==> config.mk <==
export PLATFORM = sky130hd
export DESIGN_NAME = multicycle_ctrl_flat
export DESIGN_NICKNAME = d
export VERILOG_FILES = /design/src/rtl/core_ctrl_pkg.sv /design/src/rtl/multicycle_ctrl_if.sv /design/src/rtl/opcode_classify.sv /design/src/rtl/multicycle_ctrl.sv /design/src/flat_wrapper.sv
export SDC_FILE = /design/constraint.sdc
export NUM_CORES = 1
export LEC_CHECK = 0
export CORE_ASPECT_RATIO = 0.75
export CORE_MARGIN = 1
export CORE_UTILIZATION = 42
export CTS_CLUSTER_SIZE = 16
export DETAILED_ROUTE_END_ITERATION = 16
export GPL_ROUTABILITY_DRIVEN = 0
export PLACE_DENSITY = 0.75
export SYNTH_ARGS = -nofsm -noshare
export SYNTH_HDL_FRONTEND = slang
export SYNTH_SLANG_ARGS = --single-unit
export TNS_END_PERCENT = 100
==> constraint.sdc <==
create_clock -name clk -period 2.27 [get_ports clk]
set_clock_uncertainty 0.2 [all_clocks]
set_input_delay 0.681 -clock clk [delete_from_list [all_inputs] [get_ports clk]]
set_output_delay 0.681 -clock clk [all_outputs]
set_load 0.02 [all_outputs]
==> src/rtl/core_ctrl_pkg.sv <==
// Shared definitions for the multi-cycle RV32I control path: FSM states,
// base opcodes, one-hot instruction classes and datapath mux encodings.
package core_ctrl_pkg;

    typedef enum logic [2:0] {
        ST_FETCH,
        ST_DECODE,
        ST_EXEC,
        ST_MEM,
        ST_WB,
        ST_HALT
    } state_t;

    localparam logic [6:0] OPC_OP       = 7'b0110011;
    localparam logic [6:0] OPC_OP_IMM   = 7'b0010011;
    localparam logic [6:0] OPC_LOAD     = 7'b0000011;
    localparam logic [6:0] OPC_STORE    = 7'b0100011;
    localparam logic [6:0] OPC_BRANCH   = 7'b1100011;
    localparam logic [6:0] OPC_JAL      = 7'b1101111;
    localparam logic [6:0] OPC_JALR     = 7'b1100111;
    localparam logic [6:0] OPC_LUI      = 7'b0110111;
    localparam logic [6:0] OPC_AUIPC    = 7'b0010111;
    localparam logic [6:0] OPC_MISC_MEM = 7'b0001111;
    localparam logic [6:0] OPC_SYSTEM   = 7'b1110011;

    // Bit positions inside the one-hot class vector
    localparam int CLS_OP       = 0;
    localparam int CLS_OP_IMM   = 1;
    localparam int CLS_LOAD     = 2;
    localparam int CLS_STORE    = 3;
    localparam int CLS_BRANCH   = 4;
    localparam int CLS_JAL      = 5;
    localparam int CLS_JALR     = 6;
    localparam int CLS_LUI      = 7;
    localparam int CLS_AUIPC    = 8;
    localparam int CLS_MISC_MEM = 9;
    localparam int CLS_SYSTEM   = 10;
    localparam int NUM_CLS      = 11;

    typedef logic [NUM_CLS-1:0] op_class_t;

    localparam logic [1:0] PC_SRC_SEQ  = 2'd0;
    localparam logic [1:0] PC_SRC_BR   = 2'd1;
    localparam logic [1:0] PC_SRC_JALR = 2'd2;

    localparam logic [1:0] WB_SEL_ALU = 2'd0;
    localparam logic [1:0] WB_SEL_MEM = 2'd1;
    localparam logic [1:0] WB_SEL_PC4 = 2'd2;

endpackage

==> src/rtl/multicycle_ctrl_if.sv <==
// Unified memory port handshake shared by instruction fetch and load/store.
interface multicycle_ctrl_if;
    logic mem_req;
    logic mem_we;
    logic mem_is_data;
    logic mem_ack;

    modport master (output mem_req, output mem_we, output mem_is_data, input mem_ack);
    modport slave  (input mem_req, input mem_we, input mem_is_data, output mem_ack);
endinterface

==> src/rtl/opcode_classify.sv <==
// Combinational RV32I base-opcode classifier: one-hot class plus a valid flag.
module opcode_classify
    import core_ctrl_pkg::*;
(
    input  logic [6:0] opcode,
    output op_class_t  cls,
    output logic       valid
);

    always_comb begin
        cls = '0;
        case (opcode)
            OPC_OP:       cls[CLS_OP]       = 1'b1;
            OPC_OP_IMM:   cls[CLS_OP_IMM]   = 1'b1;
            OPC_LOAD:     cls[CLS_LOAD]     = 1'b1;
            OPC_STORE:    cls[CLS_STORE]    = 1'b1;
            OPC_BRANCH:   cls[CLS_BRANCH]   = 1'b1;
            OPC_JAL:      cls[CLS_JAL]      = 1'b1;
            OPC_JALR:     cls[CLS_JALR]     = 1'b1;
            OPC_LUI:      cls[CLS_LUI]      = 1'b1;
            OPC_AUIPC:    cls[CLS_AUIPC]    = 1'b1;
            OPC_MISC_MEM: cls[CLS_MISC_MEM] = 1'b1;
            OPC_SYSTEM:   cls[CLS_SYSTEM]   = 1'b1;
            default:      cls = '0;
        endcase
        valid = |cls;
    end

endmodule

==> src/rtl/multicycle_ctrl.sv <==
// Multi-cycle FETCH/DECODE/EXEC/MEM/WB sequencer for the RV32I datapath,
// arbitrating the unified memory port and counting retired instructions.
module multicycle_ctrl
    import core_ctrl_pkg::*;
#(
    parameter logic [31:0] RESET_PC = 32'h0000_0000
) (
    input  logic                     clk,
    input  logic                     rst,
    multicycle_ctrl_if.master        mem,
    input  logic [6:0]               ir_opcode,
    input  logic                     branch_taken,
    output logic                     ir_we,
    output logic                     mdr_we,
    output logic                     pc_we,
    output logic [1:0]               pc_src,
    output logic                     rf_we,
    output logic [1:0]               wb_sel,
    output logic                     alu_src_a,
    output logic                     alu_src_b,
    output logic                     alu_use_dec,
    output logic [31:0]              reset_pc,
    output logic                     halted,
    output logic                     illegal,
    output logic [31:0]              instret
);

    state_t    state;
    state_t    state_next;
    op_class_t cls;
    logic      cls_valid;
    logic      halt_set;
    logic      illegal_set;
    logic      halted_q;
    logic      illegal_q;
    logic [31:0] instret_q;

    assign reset_pc = RESET_PC;

    // The IR is stable from DECODE onward, so classify it live every cycle
    opcode_classify u_classify (
        .opcode (ir_opcode),
        .cls    (cls),
        .valid  (cls_valid)
    );

    always_ff @(posedge clk) begin
        if (rst) begin
            state     <= ST_FETCH;
            halted_q  <= 1'b0;
            illegal_q <= 1'b0;
            instret_q <= '0;
        end else begin
            state <= state_next;
            if (halt_set) begin
                halted_q  <= 1'b1;
                illegal_q <= illegal_set;
            end
            if (pc_we) instret_q <= instret_q + 32'd1;
        end
    end

    always_comb begin
        state_next      = state;
        mem.mem_req     = 1'b0;
        mem.mem_we      = 1'b0;
        mem.mem_is_data = 1'b0;
        ir_we           = 1'b0;
        mdr_we          = 1'b0;
        pc_we           = 1'b0;
        pc_src          = PC_SRC_SEQ;
        rf_we           = 1'b0;
        wb_sel          = WB_SEL_ALU;
        alu_src_a       = 1'b0;
        alu_src_b       = 1'b0;
        alu_use_dec     = 1'b0;
        halt_set        = 1'b0;
        illegal_set     = 1'b0;

        case (state)
            ST_FETCH: begin
                mem.mem_req = 1'b1;
                if (mem.mem_ack) begin
                    ir_we      = 1'b1;
                    state_next = ST_DECODE;
                end
            end
            ST_DECODE: begin
                if (!cls_valid || cls[CLS_SYSTEM]) begin
                    halt_set    = 1'b1;
                    illegal_set = !cls_valid;
                    state_next  = ST_HALT;
                end else begin
                    state_next = ST_EXEC;
                end
            end
            ST_EXEC: begin
                alu_src_a   = cls[CLS_AUIPC];
                alu_src_b   = !(cls[CLS_OP] || cls[CLS_BRANCH] || cls[CLS_JAL] || cls[CLS_MISC_MEM]);
                alu_use_dec = cls[CLS_OP] || cls[CLS_OP_IMM] || cls[CLS_BRANCH];
                if (cls[CLS_BRANCH] || cls[CLS_MISC_MEM]) begin
                    pc_we      = 1'b1;
                    pc_src     = (cls[CLS_BRANCH] && branch_taken) ? PC_SRC_BR : PC_SRC_SEQ;
                    state_next = ST_FETCH;
                end else if (cls[CLS_LOAD] || cls[CLS_STORE]) begin
                    state_next = ST_MEM;
                end else begin
                    state_next = ST_WB;
                end
            end
            ST_MEM: begin
                mem.mem_req     = 1'b1;
                mem.mem_is_data = 1'b1;
                mem.mem_we      = cls[CLS_STORE];
                if (mem.mem_ack) begin
                    if (cls[CLS_STORE]) begin
                        pc_we      = 1'b1;
                        state_next = ST_FETCH;
                    end else begin
                        mdr_we     = 1'b1;
                        state_next = ST_WB;
                    end
                end
            end
            ST_WB: begin
                rf_we      = 1'b1;
                pc_we      = 1'b1;
                state_next = ST_FETCH;
                if (cls[CLS_LOAD]) wb_sel = WB_SEL_MEM;
                else if (cls[CLS_JAL] || cls[CLS_JALR]) wb_sel = WB_SEL_PC4;
                if (cls[CLS_JAL]) pc_src = PC_SRC_BR;
                else if (cls[CLS_JALR]) pc_src = PC_SRC_JALR;
            end
            ST_HALT: state_next = ST_HALT;
            default: state_next = ST_FETCH;
        endcase

        // Reset abandons any in-flight request and silences every enable
        if (rst) begin
            mem.mem_req     = 1'b0;
            mem.mem_we      = 1'b0;
            mem.mem_is_data = 1'b0;
            ir_we           = 1'b0;
            mdr_we          = 1'b0;
            pc_we           = 1'b0;
            pc_src          = PC_SRC_SEQ;
            rf_we           = 1'b0;
            wb_sel          = WB_SEL_ALU;
            alu_src_a       = 1'b0;
            alu_src_b       = 1'b0;
            alu_use_dec     = 1'b0;
            halt_set        = 1'b0;
            illegal_set     = 1'b0;
        end
        halted  = halted_q && !rst;
        illegal = illegal_q && !rst;
        instret = rst ? 32'd0 : instret_q;
    end

endmodule

==> src/flat_wrapper.sv <==
// flat-port wrapper written by rule: the top's interface ports become plain ports
module multicycle_ctrl_flat import core_ctrl_pkg::*;
#(
    parameter logic [31:0] RESET_PC = 32'h0000_0000
)
  (clk, rst, ir_opcode, branch_taken, ir_we, mdr_we, pc_we, pc_src, rf_we, wb_sel, alu_src_a, alu_src_b, alu_use_dec, reset_pc, halted, illegal, instret, mem_mem_req, mem_mem_we, mem_mem_is_data, mem_mem_ack);
  multicycle_ctrl_if mem_i ();
  input  logic clk;
  input  logic rst;
  input  logic [6:0] ir_opcode;
  input  logic branch_taken;
  output logic ir_we;
  output logic mdr_we;
  output logic pc_we;
  output logic [1:0] pc_src;
  output logic rf_we;
  output logic [1:0] wb_sel;
  output logic alu_src_a;
  output logic alu_src_b;
  output logic alu_use_dec;
  output logic [31:0] reset_pc;
  output logic halted;
  output logic illegal;
  output logic [31:0] instret;
  output wire logic [$bits(mem_i.mem_req)-1:0] mem_mem_req;
  output wire logic [$bits(mem_i.mem_we)-1:0] mem_mem_we;
  output wire logic [$bits(mem_i.mem_is_data)-1:0] mem_mem_is_data;
  input wire logic [$bits(mem_i.mem_ack)-1:0] mem_mem_ack;
  assign mem_mem_req = mem_i.mem_req;
  assign mem_mem_we = mem_i.mem_we;
  assign mem_mem_is_data = mem_i.mem_is_data;
  assign mem_i.mem_ack = mem_mem_ack;
  multicycle_ctrl #(.RESET_PC(RESET_PC)) u_core (.clk(clk), .rst(rst), .mem(mem_i), .ir_opcode(ir_opcode), .branch_taken(branch_taken), .ir_we(ir_we), .mdr_we(mdr_we), .pc_we(pc_we), .pc_src(pc_src), .rf_we(rf_we), .wb_sel(wb_sel), .alu_src_a(alu_src_a), .alu_src_b(alu_src_b), .alu_use_dec(alu_use_dec), .reset_pc(reset_pc), .halted(halted), .illegal(illegal), .instret(instret));
endmodule
==> impl_metrics.py, run 1 <==
metrics = {
    "run": {
        "drv_cap": 0,
    },
    "yosys": {
        "synth_cells": 350,
        "ys_types": 51,
        "yosysWarnings": 0,
        "synthArstFlopShare": 0,
        "syn_area_per_cell_um2": 7.57,
        "syn_area_mm2": 0.00265,
        "synth-seq-area-share": 0.280,
        "synthFlopType": "dfxtp_1",
        "synth_edf_count": 0,
        "ys_ff_latch": 37,
    },
    "finish": {
        "final_nets": 510,
        "final_common_cell": "buf_4",
        "regArea_um2": 749,
        "drive_above_1_share": 0.522,
        "fin_area_mm2": 0.00458,
        "fillers": 368,
        "diodes": 0,
        "final_cells": 576,
        "area_delta_synth_final_pct": 72.7,
        "mostFrequentLayoutCells": "buf_4, buf_6, dfxtp_1",
        "multiInputGateArea_mm2": 0.00214,
    },
    "clock_network": {
        "cts_tree": "yes",
        "clk_transition_reported_paths_ns": 0.07,
        "cts_buffers": 5,
        "clockRootBuffer": "clkbuf_8",
        "postCtsHoldBufs": 0,
        "clk_latency_ns": 0.29,
        "htree_num_levels": 2,
        "clock_sinks": 37,
        "clock_path_buffers": 2,
    },
    "floorplanning": {
        "ios": 91,
        "rows": 24,
        "die-area_mm2": 0.00663,
        "die_x_um": 93.7,
        "initial_core_util": 0.446,
        "die-height_um": 70.8,
        "coreArea_mm2": 0.00595,
    },
    "grt": {
        "grt_max_degree": 33,
        "grt_pass1_wl_um": 14900,
        "grt_use_met1": 0.376,
        "grt_usage": 0.283,
        "grt_pass1_vias": 3049,
        "grt_busiest_layer": "met2",
        "antenna_found_initial": 0,
        "grt_use_met2": 0.455,
        "grt.met3_usage": 0.0677,
        "overflow": 0,
    },
    "route": {
        "routed_wl_um": 10900,
        "remaining_drc_errors": 0,
        "first_iter_violations": 270,
        "via_per_inst": 5.82,
        "drt_first_pass_iters": 7,
        "drtAntennaViolNets": 0,
        "via_count": 3351,
        "wl_per_cell_um": 19.0,
    },
    "worst_setup_path": {
        "cp.required_ns": 1.39,
        "path_class": "in -> out",
        "worst-path-max-fanout": 8,
        "crit_arrival_ns": 1.87,
        "cp-startpoint": "ir_opcode[4]",
        "start_kind": "input port",
        "path_cells": "clkbuf_2, buf_6, buf_4, nor3_1, a221oi_4, buf_6",
        "path_common_cell": "buf_6",
        "r2r_start": "u_core.state[1]$_SDFFE_PP0P_",
        "slowest_stage": "nor3_1",
        "critPathMaxStageDelay_ns": 0.44,
        "crit_path_end_kind": "primary output",
    },
    "timing": {
        "worst_slack_ns": -0.479,
        "fin_crit_sh": 1.21,
        "rsz0062_at_grt": "true",
        "slew_headroom": 0.624,
        "period_needed_ns": 2.75,
        "worstMarginPinSlew_ns": 0.557,
        "finalSetupTns_ns": -12.72,
        "setup_viol": 71,
        "hold_violations": 0,
        "worst_hold_slack_ns": 0.301,
        "drv_slew": 0,
        "fmax_ghz": 0.364,
    },
    "status": {
        "violations": "negative setup slack",
        "status": "complete, but fails checks",
    },
    "min_path": {
        "hp-start": "u_core.instret_q[29]$_SDFFE_PP0P_",
        "hp-class": "reg -> reg",
    },
    "power": {
        "finalPower_mw": 1.77,
        "leakage_nw": 1.85,
        "ir_drop_mv": 0.363,
        "p_per_area_mw_per_mm2": 387,
    },
    "placement": {
        "placement.io_buffers": 58,
        "post_dp_cell_area_mm2": 0.00380,
        "dp.cells": 528,
        "hpwl_um": 5730,
    },
}
cell families after synthesis:
| group | Yosys count | share of synthesized area |
|---|---|---|
| compound gates | 70 | 0.168 |
| xor+xnor | 7 | 0.0231 |
| fa+ha+maj | 1 | 0.00472 |
| buf+inv | 63 | 0.144 |
| flops | 37 | 0.280 |
| mux | 4 | 0.0170 |
| other cells | 1 | 0.00142 |
| simple gates | 167 | 0.362 |
path summary, 6_finish.rpt:
kind | to | slack, ns | cells after the start
hold / removal | u_core.instret_q[29]$_SDFFE_PP0P_ | 0.30 | 2
setup reg to reg | u_core.instret_q[25]$_SDFFE_PP0P_ | -0.16 | 9
setup / recovery | alu_src_b | -0.48 | 6
hold reg to reg | u_core.instret_q[29]$_SDFFE_PP0P_ | 0.30 | 2
through the flow:
stage                      util  setup WS (ns)
after floorplan               -         -0.574
after global placement    0.639          -1.30
after detailed placement  0.639          -1.40
after CTS                 0.728         -0.394
after global routing      0.770         -0.484
final                     0.770         -0.479
per-layer routing:
metal / up-vias / part of all wire
li1: 1494 / -
met1: 1609 / 0.40
met2: 216 / 0.49
met3: 32 / 0.084
met4: 0 / 0.028
met5: - / 0
worst max-delay path, delay by kind of cell:
family,cells,cell delay (ns)
compound gates,1,0.12
buf+inv,4,0.62
simple gates,1,0.44
state kept, by name, summed over array words and instances, names as in the netlist:
name and cells:
u_core.state 3, u_core.illegal_q 1, u_core.instret_q 32, u_core.halted_q 1
area by class of cell:
class,instances,share of cell area
multi-input cells,281,0.467
repair buffers,162,0.320
flip-flops and latches,37,0.164
well taps,78,0.0213
clock buffers,7,0.0189
inverters,11,0.00902
cell usage after synthesis, types with 2 or more instances:
cell type / instances / area, µm²
nor2_1: 35 / 131
nor4_1: 6 / 37.5
nor2b_1: 31 / 194
xor2_1: 3 / 26.3
inv_1: 11 / 41.3
nand3_1: 10 / 50.1
and3_1: 7 / 43.8
mux2_2: 4 / 45.0
nand4_1: 8 / 50.1
buf_6: 2 / 22.5
buf_2: 6 / 30.0
or4_1: 11 / 82.6
and4bb_2: 3 / 37.5
buf_1: 2 / 7.51
o2111ai_1: 3 / 26.3
clkbuf_1: 9 / 33.8
nor3_1: 7 / 35.0
nor3b_1: 3 / 22.5
o21ai_0: 18 / 90.1
and2_1: 2 / 12.5
dfxtp_1: 37 / 741
nand2_1: 16 / 60.1
xnor2_1: 4 / 35.0
nand2b_1: 6 / 37.5
buf_4: 33 / 248
or3_1: 13 / 81.3
a21oi_1: 26 / 130
and4_1: 3 / 26.3
o31ai_1: 9 / 67.6
power by group:
| group | leakage, nW | switching (mW) | internal (mW) |
|---|---|---|---|
| sequential | 0.301 | 0.0316 | 0.674 |
| clock | 0.0443 | 0.234 | 0.241 |
| combinational | 1.50 | 0.322 | 0.270 |
| total | 1.85 | 0.588 | 1.19 |
timing repair:
| action | in CTS | in global routing |
|---|---|---|
| resized for setup | 311 | 57 |
| pin swaps | 33 | 36 |
| setup endpoints to repair | 85 | 71 |
| cloned | 1 | 0 |
| buffers inserted | 29 | 15 |
Power figures use the tool's default switching activity.
==> run 2, diff against run 1 <==
--- a/config.mk
+++ b/config.mk
@@ -11,6 +11,7 @@
 export CTS_CLUSTER_SIZE = 16
 export DETAILED_ROUTE_END_ITERATION = 16
 export GPL_ROUTABILITY_DRIVEN = 0
+export MAX_ROUTING_LAYER = met4
 export PLACE_DENSITY = 0.75
 export SYNTH_ARGS = -nofsm -noshare
 export SYNTH_HDL_FRONTEND = slang
==> impl_metrics.py, run 2 (synthesized netlist as in run 1, its figures left out) <==
metrics = {
    "clock_network": {
        "clock_path_buffers": 2,
        "postCtsHoldBufs": 0,
        "cts_buffers": 5,
        "clk_transition_reported_paths_ns": 0.07,
        "htree_num_levels": 2,
        "clock_sinks": 37,
        "clk_latency_ns": 0.29,
        "cts_tree": "yes",
        "clockRootBuffer": "clkbuf_8",
    },
    "worst_setup_path": {
        "rrSetupSlack_ns": -0.20,
        "rr_worst_depth": 9,
        "crit_arrival_ns": 1.82,
        "slowest_stage": "a221oi_2",
        "crit_buf_inv": 2,
        "crit_path_end_kind": "primary output",
        "cp_num_cells": 7,
        "cp.required_ns": 1.39,
        "critPathMaxStageDelay_ns": 0.28,
        "critPathTopFamily": "compound AO/OA/AOI/OAI gates",
        "start_kind": "input port",
        "worst-path-max-fanout": 3,
        "path_cells": "buf_6, and2_4, and3_4, o21ai_2, o22ai_2, a221oi_2, buf_4",
        "path_class": "in -> out",
    },
    "route": {
        "drtAntennaViolNets": 0,
        "wl_per_cell_um": 19.0,
        "remaining_drc_errors": 0,
        "via_per_inst": 5.88,
        "drt_first_pass_iters": 5,
        "routed_wl_um": 11000,
        "first_iter_violations": 238,
        "via_count": 3384,
    },
    "floorplanning": {
        "rows": 24,
        "coreArea_mm2": 0.00595,
        "ios": 91,
        "die_x_um": 93.7,
        "die-area_mm2": 0.00663,
        "die-height_um": 70.8,
        "initial_core_util": 0.446,
    },
    "timing": {
        "finalSetupTns_ns": -13.04,
        "worstMarginPinSlew_ns": 0.482,
        "worst_slack_ns": -0.436,
        "fin_crit_sh": 1.19,
        "slew_headroom": 0.674,
        "hold_violations": 0,
        "drv_slew": 0,
        "period_needed_ns": 2.71,
        "fmax_ghz": 0.370,
        "setup_viol": 71,
        "rsz0062_at_grt": "true",
    },
    "grt": {
        "grt_usage": 0.292,
        "antenna_found_initial": 0,
        "grt_max_degree": 33,
        "grt_pass1_wl_um": 14900,
        "overflow": 0,
        "grt_pass1_vias": 3052,
    },
    "placement": {
        "dpl_worst_slack_ns": -1.40,
        "post_dp_cell_area_mm2": 0.00380,
        "placement.io_buffers": 58,
        "hpwl_um": 5730,
    },
    "finish": {
        "area_delta_synth_final_pct": 72.0,
        "largest_reg_flops": 32,
        "fillers": 371,
        "multiInputGateArea_mm2": 0.00213,
        "final_common_cell": "buf_4",
        "regMostFlops": "u_core.instret_q",
        "fin_area_mm2": 0.00456,
        "final_nets": 510,
        "biggestRegsByFlops": "u_core.instret_q (32), u_core.state (3)",
        "drive_above_1_share": 0.522,
        "mostFrequentLayoutCells": "buf_4, buf_6, dfxtp_1",
        "diodes": 0,
        "fin_util": 0.767,
        "regArea_um2": 749,
    },
    "power": {
        "p_per_area_mw_per_mm2": 388,
        "ir_drop_mv": 0.402,
        "leakage_nw": 1.84,
    },
    "status": {
        "status": "complete, but fails checks",
        "violations": "negative setup slack",
    },
    "min_path": {
        "min_path_cells": 2,
        "hp-class": "reg -> reg",
    },
    "run": {
        "drv_cap": 0,
    },
}
-- run 2: per-stage QoR --
step	power, mW	std cells	hold slack [ns]
detailed placement	1.16	528	0.270
finish	1.77	576	0.308
CTS	1.70	565	0.279
global placement	1.15	528	0.255
floorplan	1.01	381	0.245
global route	1.82	576	0.321
-- run 2: timing repair --
| action | 4_1_cts | 5_1_grt |
|---|---|---|
| gates resized for setup | 311 | 53 |
| cloned | 1 | 0 |
| endpoints found under the setup margin | 85 | 72 |
| setup buffers | 29 | 14 |
| pin swaps | 33 | 33 |
-- run 2: power breakdown --
group | leakage (nW) | switching [mW] | internal (mW)
combinational | 1.50 | 0.320 | 0.267
sequential | 0.301 | 0.0322 | 0.674
clock | 0.0443 | 0.233 | 0.241
total | 1.84 | 0.585 | 1.18
-- run 2: worst min-delay path: stages (launching register included) --
cell	delay, ns
dfxtp_1	0.33
o31ai_1	0.07
a21oi_1	0.06
-- run 2: final cells by class --
cell class / count / area share
flip-flops and latches: 37 / 0.164
clock buffers: 7 / 0.0189
multi-input cells: 281 / 0.467
repair buffers: 162 / 0.320
inverters: 11 / 0.00906
well taps: 78 / 0.0214
-- run 2: per-layer routing --
| metal | wire length, µm | GRT usage | vias up |
|---|---|---|---|
| met2 | 5400 | 0.453 | 236 |
| met4 | 246 | 0.0838 | 0 |
| met5 | 0 | - | - |
| met3 | 899 | 0.0677 | 34 |
| met1 | 4410 | 0.378 | 1624 |
| li1 | - | - | 1490 |
-- run 2: worst paths after layout --
| path | end | from |
|---|---|---|
| setup / recovery | alu_src_b | ir_opcode[0] |
| hold / removal | u_core.instret_q[29]$_SDFFE_PP0P_ | u_core.instret_q[29]$_SDFFE_PP0P_ |
| setup reg to reg | u_core.instret_q[25]$_SDFFE_PP0P_ | u_core.state[1]$_SDFFE_PP0P_ |
| hold reg to reg | u_core.instret_q[29]$_SDFFE_PP0P_ | u_core.instret_q[29]$_SDFFE_PP0P_ |
==> run 3, diff against run 2 <==
--- a/config.mk
+++ b/config.mk
@@ -12,7 +12,8 @@
 export DETAILED_ROUTE_END_ITERATION = 16
 export GPL_ROUTABILITY_DRIVEN = 0
 export MAX_ROUTING_LAYER = met4
-export PLACE_DENSITY = 0.75
+export PLACE_DENSITY = 0.78
+export SLEW_MARGIN = 20
 export SYNTH_ARGS = -nofsm -noshare
 export SYNTH_HDL_FRONTEND = slang
 export SYNTH_SLANG_ARGS = --single-unit
==> impl_metrics.py, run 3 (synthesized netlist as in run 1, its figures left out) <==
metrics = {
    "timing": {
        "period_needed_ns": 2.78,
        "slew_headroom": 0.642,
        "hold_violations": 0,
        "drv_slew": 0,
        "setup_viol": 57,
        "worst_slack_ns": -0.507,
        "finalSetupTns_ns": -8.83,
        "worst_hold_slack_ns": 0.324,
        "fmax_ghz": 0.360,
        "fin_crit_sh": 1.22,
        "worstMarginPinSlew_ns": 0.530,
        "rsz0062_at_grt": "true",
    },
    "worst_setup_path": {
        "path_class": "in -> out",
        "start_kind": "input port",
        "crit_path_end_kind": "primary output",
        "worst-path-max-fanout": 5,
        "cp.required_ns": 1.39,
        "crit_arrival_ns": 1.90,
    },
    "power": {
        "ir_drop_mv": 0.399,
        "p_per_area_mw_per_mm2": 390,
        "p_switching_mw": 0.671,
        "p_comb_frac": 0.366,
        "p_seq_frac": 0.370,
        "swShare": 0.350,
        "power.internal_mw": 1.25,
        "p_clk_frac": 0.265,
        "leakage_nw": 1.99,
    },
    "finish": {
        "diodes": 0,
        "largest_reg_flops": 32,
        "final_nets": 523,
        "regMostFlops": "u_core.instret_q",
        "fin_util": 0.827,
        "drive_above_1_share": 0.573,
        "fin_area_mm2": 0.00491,
        "mostFrequentLayoutCells": "buf_4, buf_6, dfxtp_1",
        "final_common_cell": "buf_4",
        "area_delta_synth_final_pct": 85.5,
        "biggestRegsByFlops": "u_core.instret_q (32), u_core.state (3)",
    },
    "route": {
        "via_count": 3729,
        "remaining_drc_errors": 0,
        "drt_first_pass_iters": 6,
        "drtAntennaViolNets": 0,
        "routed_wl_um": 13200,
        "first_iter_violations": 441,
        "via_per_inst": 6.33,
        "wl_per_cell_um": 22.4,
    },
    "floorplanning": {
        "die-height_um": 70.8,
        "die-area_mm2": 0.00663,
        "die_x_um": 93.7,
        "coreArea_mm2": 0.00595,
        "ios": 91,
        "rows": 24,
        "initial_core_util": 0.446,
    },
    "clock_network": {
        "clock_sinks": 37,
        "clockRootBuffer": "clkbuf_8",
        "htree_num_levels": 2,
        "cts_tree": "yes",
        "cts_buffers": 5,
        "clock_path_buffers": 2,
        "clk_transition_reported_paths_ns": 0.08,
        "clk_latency_ns": 0.30,
        "postCtsHoldBufs": 0,
    },
    "grt": {
        "grt_usage": 0.313,
        "grt_pass1_wl_um": 15900,
        "overflow": 0,
        "grt_max_degree": 34,
        "antenna_found_initial": 0,
        "grt_pass1_vias": 3118,
    },
    "run": {
        "drv_cap": 0,
    },
    "placement": {
        "hpwl_um": 5570,
        "placement.io_buffers": 58,
        "dpl_worst_slack_ns": -1.36,
        "post_dp_cell_area_mm2": 0.00375,
    },
    "status": {
        "violations": "negative setup slack",
        "status": "complete, but fails checks",
    },
    "min_path": {
        "hp-class": "reg -> reg",
    },
}
-- run 3: cell types whose count changed in the layout (fill, tap and decap cells not counted), moves of 4 or more --
cell	change
buf_12	+5
nor2b_1	-10
buf_6	+11
nor2b_2	-7
nor2b_4	+17
buf_2	+4
clkdlybuf4s15_2	-6
-- run 3: power groups by stage --
stage,Combinational [mW],Sequential [mW],Clock (mW)
after floorplan,0.320,0.695,0
after global placement,0.447,0.710,0
after detailed placement,0.459,0.712,0
after CTS,0.563,0.702,0.479
after global routing,0.725,0.710,0.526
final,0.702,0.709,0.508
-- run 3: final timing paths --
kind                            cells past startpoint  slack, ns                               from                                 to
worst max-delay path                                6      -0.51                       ir_opcode[3]                          wb_sel[0]
worst min-delay path                                2       0.32  u_core.instret_q[29]$_SDFFE_PP0P_  u_core.instret_q[29]$_SDFFE_PP0P_
worst max register to register                      7      -0.17   u_core.instret_q[5]$_SDFFE_PP0P_  u_core.instret_q[24]$_SDFFE_PP0P_
worst min register to register                      2       0.32  u_core.instret_q[29]$_SDFFE_PP0P_  u_core.instret_q[29]$_SDFFE_PP0P_
-- run 3: what timing repair did --
item | 4_1_cts | 5_1_grt
setup buffers | 30 | 27
cloned | 4 | 3
endpoints found under the setup margin | 85 | 59
hold endpoints to repair | 0 | 0
resized for setup | 319 | 123
pin swaps | 32 | 30
-- run 3: through the flow --
step / total power [mW] / instances
2_1_floorplan: 1.01 / 381
3_3_place_gp: 1.16 / 523
3_5_place_dp: 1.17 / 523
4_1_cts: 1.74 / 563
5_1_grt: 1.96 / 589
6_report: 1.92 / 589
-- run 3: cell type report --
type                    count  area, µm²
clock buffers               7       86.3
fillers                   299       1030
inverters                  11       41.3
multi-input cells         281       2280
flip-flops and latches     37        753
well taps                  78       97.6
repair buffers            175       1660
-- run 3: worst max-delay path, cell delays in order --
cell       delay, ns
buf_8           0.11
buf_6           0.11
nand4bb_4       0.27
nor3_4          0.29
nor3b_2         0.25
buf_4           0.18
-- run 3: layer usage --
| layer | track usage | wire length, µm |
|---|---|---|
| met1 | 0.403 | 4870 |
| met2 | 0.470 | 5900 |
| met3 | 0.0688 | 1630 |
| met4 | 0.140 | 766 |
| met5 | - | 0 |
